### src/rtl/branch_redirect_ctrl_pkg.sv
// Shared encodings for branch redirect control: PC-source select values and FSM states.
// The IF-stage PC mux decodes the same PC_SEL_* values.
package branch_redirect_ctrl_pkg;

    localparam logic [1:0] PC_SEL_SEQ     = 2'd0;
    localparam logic [1:0] PC_SEL_PRED    = 2'd1;
    localparam logic [1:0] PC_SEL_RECOVER = 2'd2;

    typedef enum logic [1:0] {
        ST_IDLE    = 2'd0,
        ST_PEND    = 2'd1,
        ST_RECOVER = 2'd2
    } state_t;

endpackage

### src/rtl/branch_redirect_ctrl_sat_counter.sv
// Saturating up-counter used for branch performance statistics.
module branch_redirect_ctrl_sat_counter #(
    parameter int CNT_W = 16
) (
    input  logic             clk,
    input  logic             rst,
    input  logic             inc,
    output logic [CNT_W-1:0] count
);

    always_ff @(posedge clk or negedge rst) begin
        if (!rst) begin
            count <= '0;
        end else if (inc && (count != {CNT_W{1'b1}})) begin
            count <= count + 1'b1;
        end
    end

endmodule

### src/rtl/branch_redirect_ctrl.sv
// Branch prediction sequencing and misprediction recovery for the 5-stage core.
// Holds the not-chosen PC of the in-flight branch and steers the PC mux / pipeline flush.
module branch_redirect_ctrl
    import branch_redirect_ctrl_pkg::*;
#(
    parameter int PC_W  = 32,
    parameter int CNT_W = 16
) (
    input  logic             clk,
    input  logic             rst,
    input  logic             stall_i,
    input  logic             id_branch_i,
    input  logic [PC_W-1:0]  id_pc_i,
    input  logic [PC_W-1:0]  id_imm_i,
    input  logic             predict_i,
    input  logic             ex_branch_i,
    input  logic             ex_taken_i,
    output logic [1:0]       pc_sel_o,
    output logic [PC_W-1:0]  redirect_pc_o,
    output logic             flush_o,
    output logic             mispredict_o,
    output logic             err_o,
    output logic [CNT_W-1:0] branch_cnt_o,
    output logic [CNT_W-1:0] mispred_cnt_o
);

    state_t            state_reg;
    logic              pred_reg;
    logic [PC_W-1:0]   rec_pc_reg;
    logic              err_reg;

    logic [PC_W-1:0]   target;
    logic [PC_W-1:0]   fallthru;
    logic              resolve;
    logic              capture;

    assign target   = id_pc_i + {id_imm_i[PC_W-2:0], 1'b0};
    assign fallthru = id_pc_i + PC_W'(4);

    // Gating with rst keeps every combinational output at 0 while reset is held.
    always_comb begin
        resolve       = rst && ex_branch_i && (state_reg == ST_PEND);
        mispredict_o  = resolve && (pred_reg ^ ex_taken_i);
        capture       = rst && id_branch_i && !stall_i && (state_reg != ST_RECOVER) && !mispredict_o;
        pc_sel_o      = PC_SEL_SEQ;
        redirect_pc_o = '0;
        flush_o       = 1'b0;
        if (mispredict_o) begin
            pc_sel_o      = PC_SEL_RECOVER;
            redirect_pc_o = rec_pc_reg;
            flush_o       = 1'b1;
        end else if (capture && predict_i) begin
            pc_sel_o      = PC_SEL_PRED;
            redirect_pc_o = target;
        end
    end

    always_ff @(posedge clk or negedge rst) begin
        if (!rst) begin
            state_reg  <= ST_IDLE;
            pred_reg   <= 1'b0;
            rec_pc_reg <= '0;
            err_reg    <= 1'b0;
        end else begin
            if (ex_branch_i && (state_reg != ST_PEND)) begin
                err_reg <= 1'b1;
            end
            case (state_reg)
                ST_IDLE: begin
                    if (capture) state_reg <= ST_PEND;
                end
                ST_PEND: begin
                    if (mispredict_o)            state_reg <= ST_RECOVER;
                    else if (resolve && !capture) state_reg <= ST_IDLE;
                end
                // One bubble cycle while the flushed slot drains through ID.
                ST_RECOVER: begin
                    if (!stall_i) state_reg <= ST_IDLE;
                end
                default: state_reg <= ST_IDLE;
            endcase
            if (capture) begin
                pred_reg   <= predict_i;
                rec_pc_reg <= predict_i ? fallthru : target;
            end
        end
    end

    assign err_o = err_reg;

    branch_redirect_ctrl_sat_counter #(.CNT_W(CNT_W)) u_branch_cnt (
        .clk   (clk),
        .rst   (rst),
        .inc   (resolve),
        .count (branch_cnt_o)
    );

    branch_redirect_ctrl_sat_counter #(.CNT_W(CNT_W)) u_mispred_cnt (
        .clk   (clk),
        .rst   (rst),
        .inc   (mispredict_o),
        .count (mispred_cnt_o)
    );

endmodule

### config.mk
export PLATFORM = sky130hd
export DESIGN_NAME = branch_redirect_ctrl
export DESIGN_NICKNAME = d
export VERILOG_FILES = /design/src/rtl/branch_redirect_ctrl_pkg.sv /design/src/rtl/branch_redirect_ctrl_sat_counter.sv /design/src/rtl/branch_redirect_ctrl.sv
export SDC_FILE = /design/constraint.sdc
export NUM_CORES = 1
export LEC_CHECK = 0
export CORE_ASPECT_RATIO = 2
export CORE_MARGIN = 4
export CORE_UTILIZATION = 46
export DETAILED_ROUTE_END_ITERATION = 7
export PLACE_DENSITY = 0.76
export RECOVER_POWER = 50
export SLEW_MARGIN = 10
export SYNTH_ARGS = -nofsm -noshare
export SYNTH_HDL_FRONTEND = slang
export SYNTH_SLANG_ARGS = --single-unit
### constraint.sdc
create_clock -name clk -period 3.23 [get_ports clk]
set_input_delay 0.646 -clock clk [delete_from_list [all_inputs] [get_ports clk]]
set_output_delay 0.646 -clock clk [all_outputs]
set_load 0.05 [all_outputs]
== Word level (Yosys, flattened, before mapping) ==
Index checks and enable logic that the tools add are counted.
W data, S select, Z words.

* Input port bits: 71
* Output and inout port bits: 69
* Flip-flop bits (word level): 68
* Word-level logic and storage cells: 48

* $add $sub $neg: 4
* Bitwise gates (word level): 1
* Muxes and demuxes: 11
* Reduce and logical (&&, ||, !) cells: 17
* Equality and inequality tests: 9

{| class="wikitable"
|+ Operator list
! cell !! count
|-
| $mux W32 || 3
|-
| $add A16 B1 Y16 const B || 2
|-
| $add A32 B3 Y32 const B || 1
|-
| $add A32 B32 Y32 || 1
|-
| $ne A16 B16 Y1 const B || 2
|-
| $logic_and A1 B1 Y1 || 12
|-
| $mux W2 || 5
|-
| $ne A2 B2 Y1 const B || 3
|-
| $pmux W2 S3 || 1
|-
| $logic_not A1 Y1 || 3
|-
| $ne A3 B1 Y1 const B || 1
|-
| $reduce_and A3 Y1 || 1
|-
| $eq A2 B1 Y1 const B || 1
|-
| $eq A2 B2 Y1 const B || 1
|-
| $logic_not A2 Y1 || 1
|-
| $mux W1 || 2
|-
| $ne A2 B1 Y1 const B || 1
|-
| $xor A1 B1 Y1 || 1
|}

== Logic depth before layout (Yosys ltp) ==
Gate-level depths: netlist of run 1.

* Depth in word-level cells: 10
* Depth in mapped cells: 12
* Gate-level depth less buffers: 12

== By module ==
A second synthesis of run 1 with hierarchy kept.

* Cells, all modules: 683
* Area total of the unflattened synthesis: 5799.3 µm²

{| class="wikitable"
|+ Modules (own cells, without submodules)
! module !! times used !! cells an instance !! area an instance (µm²) !! seq. area each (µm²)
|-
| branch_redirect_ctrl || 1 || 539 || 4080.2 || 900.9
|-
| branch_redirect_ctrl_sat_counter || 2 || 72 || 859.6 || 400.4
|}

== Worst setup path after synthesis of run 1 ==
Ideal clock, no wire load.

* Path kind: input -> output
* From: input id_pc_i[15]
* To: output redirect_pc_o[30]
* Data required time: 2.584 ns
* Arrival: 3.339 ns
* Setup slack: -0.755 ns
* Cell stages on the path: 10
* Buffers on the path: 1
* Cells stage by stage: ha_1 -> clkbuf_1 -> a21o_1 -> a21o_1 -> a21oi_1 -> o221ai_1 -> a31oi_1 -> a31oi_1 -> xnor2_1 -> o21ai_0

* Word-level cells in the longest chain between the ends: 3

{| class="wikitable"
|+ RTL lines
! what !! RTL line !! RTL
|-
| from (decl) || branch_redirect_ctrl.sv:13 || <nowiki>input logic [PC_W-1:0] id_pc_i,</nowiki>
|-
| $add A32 B32 Y32 || branch_redirect_ctrl.sv:37 || <nowiki>assign target = id_pc_i + {id_imm_i[PC_W-2:0], 1'b0};</nowiki>
|-
| $mux W32 || branch_redirect_ctrl.sv:52 || <nowiki>end else if (capture && predict_i) begin</nowiki>
|-
| $mux W32 || branch_redirect_ctrl.sv:48 || <nowiki>if (mispredict_o) begin</nowiki>
|-
| to (decl) || branch_redirect_ctrl.sv:19 || <nowiki>output logic [PC_W-1:0] redirect_pc_o,</nowiki>
|}

No other way between the ends.

== Worst setup path in the final report of run 1 ==
* From: input id_imm_i[0]
* To: output redirect_pc_o[27]

* Word-level cells in the longest chain between the ends: 3

{| class="wikitable"
|+ RTL lines
! what !! RTL line !! RTL
|-
| from (decl) || branch_redirect_ctrl.sv:14 || <nowiki>input logic [PC_W-1:0] id_imm_i,</nowiki>
|-
| $add A32 B32 Y32 || branch_redirect_ctrl.sv:37 ||
|-
| $mux W32 || branch_redirect_ctrl.sv:52 ||
|-
| $mux W32 || branch_redirect_ctrl.sv:48 ||
|}

No other way between the ends.

==> results by stage, run 1 <==
STA:
- The worst hold margin is about 0.44 ns.
- The worst pin sits at a relative slew slack of -21.86%.
- The count of endpoints failing setup in the final report is 34.
- Setup repair after global routing could not meet its margin everywhere.
- The final hold violation count is 0.
- The worst clock skew is about 0.012 ns.
- The final period demand of the worst path is 3.682 ns.
- The setup slack after layout is -0.4520 ns.
- The transition time of the tightest slew-check pin is 1.828 ns.
- The number of pins with negative max-slew slack in the final report is 69.
- The final period utilization is 114.0%.
- Derived from the worst setup path, the maximum achievable clock frequency is 271.6 MHz.

Critical path:
- Counting cells, the worst reg-to-reg path comes to 9.
- STA classifies the critical path startpoint as an input pin.
- The arrival time at the worst endpoint is 3.04 ns.
- The critical path class is input pin to primary output.
- Along the worst path, the maximum fanout reaches 4.
- The type of element capturing the critical path is a primary output.
- STA puts the critical path data required time at approximately 2.6 ns.

Floorplan:
- The die covers 14,230 sq um.
- From left edge to right edge, the die measures about 86 um.
- The starting density of the core is between 40% and 50%.
- The floorplan row count is 57.
- The height of the die is 164.7 um.
- The number of primary I/O pins is 140.
- The total area inside the core boundary comes to ~12,000 sq um.

Clock tree:
- The number of buffers created by CTS is 9.
- The cell at the root of the clock tree is clkbuf_16.
- Clock-pin slew was measured on the worst setup and hold paths at 0.06 ns.
- The count of hold buffers inserted by post-cts repair is 0.
- TritonCTS built the clock tree.
- The maximum buffer depth of the clock tree is 2.
- The TritonCTS sink count is 68.
- The clock latency at the later pin of the worst-skew pair is ~0.34 ns.
- The H-tree was split into 3 levels.

Run status:
- The flow ran to the end, but the final reports show violations.
- The final reports fail on capacitance limit, slew limit, setup timing.

Layout:
- The net count of the finished layout is 1,085.
- The register with the most flip-flops in the layout has 32 of them.
- The post-synthesis to final-layout area growth is 72.52%.
- The count of inserted antenna diode cells is 0.
- The post-route netlist has around two fifths of its cells at a drive strength greater than 1.
- Cells fill 80.40% of the core in the end.
- After filler insertion, the fill cell instance count of the layout stands at about 730.
- The final cell count without fillers is 1,132.
- The finished cells cover around 10000 sq um.

Placed design:
- The total of buffers placed on input and output ports is ~140.
- The post-place setup slack is -0.8272 ns.
- The detailed placer's ending HPWL is 16,130 um.
- In this run, placement finished with an instance count of 1,085.
- Once placement finished, the instance area stood at ~8400 sq um.
- The congestion estimate from routability-driven global placement came to 0.9175.

Detailed routing:
- The total wirelength of the detailed-routed design is 23,360 um.
- The post-detailed-route DRC marker count is 0.
- The routed wirelength normalized by instance count is 20.63 um.
- The routed via count divided by cell count is 5.971.
- The number of vias in the routed layout is 6,759.
- The detailed router finished its first iteration with between 400 and 500 violations.
- The remaining number of nets flagged by the antenna check after routing is 0.
- The first TritonRoute pass finished after 5 iterations.

Power:
- Sequential cells burn between 20% and 30% of the power.
- The internal cell power is 2.390 mW.
- The switching share of total power is 39.02%.
- For this design the static power due to leakage is around 4.3 nW.
- The power dissipated by switching net loads is 1.529 mW.
- For this design the ratio of total power to cell area is 402.0 nW/um^2.
- The relative contribution of the clock network to total power is 24.5%.
- In this run, the combinational gates consume 46.3% of the power.
- Across the VDD grid, the largest voltage drop is ~0.35 mV.

Logic synthesis:
- Yosys mapped the design onto 70 distinct sky130hd cell types.
- The most frequent cell after synthesis is nand2_1.
- Ranked by total cell area, the synthesized netlist is headed by dfrtp_1, ha_1, xnor2_1, nand2_1, xor2_1.
- By count the netlist is led by nand2_1, dfrtp_1, a21oi_1.
- When the netlist entered floorplanning its net count stood at 788.
- Dividing the synthesized area by the synthesized cell count gives a little over 8 sq um.
- The dominant cell type by area after synthesis is dfrtp_1.
- The proportion of synthesized chip area in sequential cells is 30.12%.
- The synthesis warning total is 0.
- The area share of the largest cell type after synthesis is 30.12%.
- The synthesized design contains 0 enable-type register cells.
- After synthesis the netlist holds a flip-flop and latch count of 68.
- After technology mapping, the gate count stands at 683.
- Among all flip-flop cells after synthesis, the most frequent one is dfrtp_1.
- Counting flops with an async set or reset pin after synthesis yields a share of 100.0%.
- After synthesis the cells add up to between 5000 and 6000 sq um.

Global routing:
- The global-route wire length before repair is ~35,000 um.
- The initial antenna violation count is 0.
- Global routing consumed, over all layers together, 31.89% of the routing resources.
- The global-route congestion overflow total is 0.
- The number of global-route vias before repair is 7,041.
- The maximum number of pins on one net before global-route repair is 69.

Run:
- Max-cap violations in this run came to 1.

Worst hold path:
- In this run the worst hold path is classified as register to register.
- The worst hold path stage count is 1.
-- final timing paths --
path                                               start                                   to  slack [ns]
worst max-delay path                         id_imm_i[0]                    redirect_pc_o[27]       -0.45
worst min-delay path            state_reg[1]$_DFFE_PN0P_             state_reg[0]$_DFFE_PN0P_        0.44
worst max register to register  state_reg[1]$_DFFE_PN0P_  u_mispred_cnt.count[12]$_DFFE_PN0P_        0.56
worst min register to register  state_reg[1]$_DFFE_PN0P_             state_reg[0]$_DFFE_PN0P_        0.44
max in group asynchronous                            rst           rec_pc_reg[29]$_DFFE_PN0P_        1.14
min in group asynchronous                            rst                    err_o$_DFFE_PN0P_        1.02
-- critical path: stages --
cell and delay (ns):
buf_6 0.10, ha_4 0.15, inv_2 0.05, fa_2 0.21, nor2b_2 0.05, o31a_1 0.30, o21ai_4 0.20, a21oi_4 0.09
a31oi_4 0.29, buf_6 0.16, nor4_4 0.03, or3_1 0.32, a32o_2 0.28, buf_8 0.15
-- power groups by stage --
stage	clock network, mW	registers, mW	logic (mW)
after global routing	1.01	1.16	1.91
final	0.962	1.14	1.81
after CTS	0.965	1.14	1.72
after global placement	0	1.14	1.46
after detailed placement	0	1.15	1.50
after floorplan	0	1.27	0.684
-- logic make-up (layout without fill, tap and decap cells) --
family                     Yosys count  in the layout  synth area share, %
buffers and inverters               48            350                3.432
AOI/OAI and AO/OA                  182            182                20.86
DFF                                 68             68                30.12
muxes                               15             15                2.857
and+or+nand+nor                    254            254                22.36
xor gates and xnor gates            82             82                12.71
adders and majority gates           34             34                7.662
-- repair_timing --
action / 4_1_cts / 5_1_grt
endpoints found under the setup margin: 30 / 27
gates resized for setup: 279 / 17
setup buffers: 22 / 12
pin swaps: 100 / 41
-- placed cells by master (no fill, tap or decap), types with 5 or more instances in the layout --
master           instances
buf_4                  173
nand2_1                102
dfrtp_1                 68
clkdlybuf4s50_1         39
nor2_1                  37
xnor2_1                 37
a21oi_1                 33
nand3_1                 29
xor2_1                  29
buf_6                   28
ha_4                    25
nand4_1                 22
dlygate4sd2_1           19
o21ai_1                 17
o21ai_0                 17
buf_2                   16
buf_12                  16
a21o_1                  15
inv_1                   13
o21ai_4                 13
a21oi_2                 12
nor3_1                  12
o21ai_2                 11
and3_1                  11
a22o_1                  10
clkbuf_16                9
dlygate4sd3_1            9
xnor2_2                  8
mux2_2                   8
a21oi_4                  6
o21bai_1                 6
mux2i_1                  6
ha_1                     6
clkdlybuf4s15_1          6
xor2_2                   5
buf_8                    5
-- layout make-up --
class / count / area (sq um) / area share (%)
Inverter: 17 / 66.31 / 0.6803
Clock inverter: 6 / 48.80 / 0.5006
Clock buffer: 10 / 239.0 / 2.452
Timing Repair Buffer: 317 / 2843 / 29.16
Tap cell: 147 / 183.9 / 1.887
Multi-Input combinational cell: 567 / 4666 / 47.86
Sequential cell: 68 / 1702 / 17.46
-- metrics by stage --
stage	power [mW]	setup TNS [ns]
floorplan	1.953	-1.161
global placement	2.594	-14.14
detailed placement	2.648	-15.73
CTS	3.820	-4.390
global route	4.084	-10.87
finish	3.919	-7.917
-- per-layer routing --
layer,track usage [%],up-vias,routed length [um]
li1,-,3042,-
met1,31.10,3249,7617
met2,58.82,339,12500
met3,4.393,129,1205
met4,23.90,0,2033
met5,0,-,0
Power figures use the tool's default switching activity.
==> run 2, diff against run 1 <==
- SKIP_CTS_REPAIR_TIMING: unset -> 1
==> results by stage, run 2 (same netlist as run 1, synthesis figures left out) <==
Clock tree:
- The clock-pin slew of the registers on the worst-case setup and hold paths is 0.06 ns.
- In this run the number of H-tree levels came out at 3.
- The clock latency at the later pin of the worst-skew pair is 0.34 ns.
- TritonCTS built the clock tree.
- Counting along the longest clock path gives a buffer depth of 2.
- The number of clock buffers added by TritonCTS is 9.
- The cell at the root of the clock tree is clkbuf_16.
- The TritonCTS sink count is 68.

Detailed routing:
- The number of vias in the routed layout is 6,666.
- After detailed routing, the average wire length per cell comes to just over 20 um.
- For this block, the initial DRC count from the detailed router was 428.
- In the routed design, unresolved DRC markers number 0.
- The remaining number of nets flagged by the antenna check after routing is 0.
- The routed design has 22,780 um of wire.
- The pre-antenna-repair detailed-routing pass consisted of 5 iterations.
- The routed via count divided by cell count is 5.984.

Critical path:
- In this run the register-to-register setup slack is 0.57 ns.
- Data on the critical path is required at its endpoint by 2.58 ns.
- By instance count, the cell type seen most on the critical path is buf_8.
- The kind of cell with the highest combined delay along the critical path is compound AO/OA/AOI/OAI gates.
- The worst setup path is captured at a primary output.
- The count of buffering cells on the critical path with inverters included is 4.
- For the worst flop-to-flop path, the logic depth is 9.
- The critical path launch point type is an input pin.
- The arrival time at the worst endpoint is 3.19 ns.
- The critical path's slowest cell is or3_1.
- On the worst path, the slowest cell contributes a delay of 0.39 ns.
- The startpoint of the worst register-to-register path is state_reg[1]$_DFFE_PN0P_.
- The largest fanout of any net on the critical path is 5.
- The destination of the worst register-to-register timing path is u_mispred_cnt.count[8]$_DFFE_PN0P_.
- The critical path goes through buf_8 -> ha_4 -> inv_2 -> fa_2 -> nor2b_2 -> o31a_1 -> o21ai_2 -> a21oi_4 -> a31oi_4 -> buf_6 -> nor4_4 -> or3_1 -> a32o_2 -> buf_8.
- The critical path class is input pin to primary output.

Power:
- In this run the static leakage power is between 4 and 5 nW.
- The share of power burned in combinational logic is 45.3%.
- For this design the total switching power over the nets is roughly 1.5 mW.
- The internal cell power is 2.348 mW.
- The relative contribution of the clock network to total power is 24.9%.
- IR analysis of the VDD net gives a maximum drop of 0.3358 mV.
- The fraction of power consumed by sequential logic is 29.8%.
- Of the total power, the share spent switching nets is between 30% and 40%.
- The power per cell area is 398.8 nW/um^2.
- The total power after layout is 3.846 mW.

Floorplan:
- The height of the die is roughly 160 um.
- After floorplanning, the core was divided into 57 placement rows.
- The starting density of the core is about 47%.
- The die covers 14,230 sq um.
- In this run the count of I/O pins placed on the die edge is 140.
- The die extent in x is 86.37 um.
- After floorplanning, the core was sized to cover 12,120 sq um.

STA:
- The worst clock skew is 0.01225 ns.
- The routed design could run at a clock period as short as about 3.8 ns.
- The transition time of the tightest slew-check pin is 1.805 ns.
- The number of pins with negative max-slew slack in the final report came to 69.
- The worst hold margin is about 0.44 ns.
- The highest achievable clock rate is 260.9 MHz.
- The count of endpoints failing setup in the final report is 34.
- In the final timing run, aggregate negative setup slack is -8.328 ns.
- Setup repair after global routing could not meet its margin everywhere.
- The headroom to the max-slew limit is -20.36%.
- The final critical path takes up 118.7% of the cycle.
- The final hold violation count is 0.
- The setup slack after layout is -0.6033 ns.

Layout:
- The layout has 755 filler cells.
- Cells fill between 70% and 80% of the core in the end.
- For this run, the number of standard cells in the final layout without fillers is 1,114.
- The ratio of cells with drive above 1 in the final layout is 38.10%.
- Once layout is done, the placed cells without fillers occupy 9644 sq um.
- The library cells used most frequently in the layout, excluding fill and tap cells, are buf_4, nand2_1, dfrtp_1.
- The post-synthesis to final-layout area growth is 70.68%.
- The multi-input combinational cells in the finished layout cover a total of 4601 sq um.
- Leaving out fill and tap cells, the most frequent cell in the layout is buf_4.
- Registers take roughly 1700 sq um.
- The flip-flop count of the largest register, all copies and words added is 32.
- In the final design database the tool counted 1,066 nets.

Worst hold path:
- The class of the tightest hold or removal check is register to register.
- In this run the most critical hold path is launched from state_reg[1]$_DFFE_PN0P_.
- Along the worst hold path, the cell count comes to 1.
- The path with the worst hold slack has its endpoint at state_reg[0]$_DFFE_PN0P_.

Placed design:
- The area after detailed placement is 8428 sq um.
- The total of buffers placed on input and output ports is 138.
- At the end of routability-driven placement, the weighted congestion stood at 0.9175.
- The post-place setup slack is -0.8272 ns.
- The cell count after placement is 1,085.
- The detailed placer's ending HPWL is around 16,000 um.

Global routing:
- After global routing the overflow that remains totals 0.
- The first global-routing pass estimated 31,750 um of wire.
- The initial antenna violation count is 0.
- Global routing used 28.39% of the available tracks.
- The maximum number of pins on one net before global-route repair is 69.
- The number of global-route vias before repair came to 6,543.

Run:
- Across the run, the number of max-cap violations was 1.

Run status:
- The run finished, with violations left.
- The final reports fail on capacitance limit, slew limit, setup timing.
## run 2: worst max path at each step
| stage | startpoint | to | slack [ns] | cells past startpoint |
|---|---|---|---|---|
| final | id_pc_i[1] | redirect_pc_o[27] | -0.60 | 14 |
| after global routing | id_pc_i[1] | redirect_pc_o[27] | -0.67 | 14 |
| after CTS | id_pc_i[1] | redirect_pc_o[19] | -0.84 | 14 |
| after detailed placement | id_pc_i[1] | redirect_pc_o[19] | -0.83 | 14 |
| after global placement | id_pc_i[1] | redirect_pc_o[29] | -0.80 | 14 |
| after floorplan | id_pc_i[1] | redirect_pc_o[29] | -0.23 | 12 |
## run 2: final cells by class
cell class	count	area share (%)
well taps	147	1.907
flip-flops and latches	68	17.64
multi-input cells	567	47.70
clock buffers	10	2.478
diodes	1	0.02595
clock inverters	6	0.5060
inverters	17	0.6617
repair buffers	298	29.07
## run 2: power by group through the flow
stage / clock network (mW) / logic, mW / registers [mW]
6_report: 0.956 / 1.74 / 1.15
5_1_grt: 1.01 / 1.85 / 1.16
4_1_cts: 0.965 / 1.51 / 1.14
3_5_place_dp: 0 / 1.50 / 1.15
3_3_place_gp: 0 / 1.46 / 1.14
2_1_floorplan: 0 / 0.684 / 1.27
## run 2: routing by layer
metal  share of wire (%)  track usage, %  vias up
li1                    -               -     3003
met1                  33           27.77     3243
met2                  56           55.65      321
met3                 4.7           4.144       99
met4                 5.9           14.11        0
met5                   0               0        -
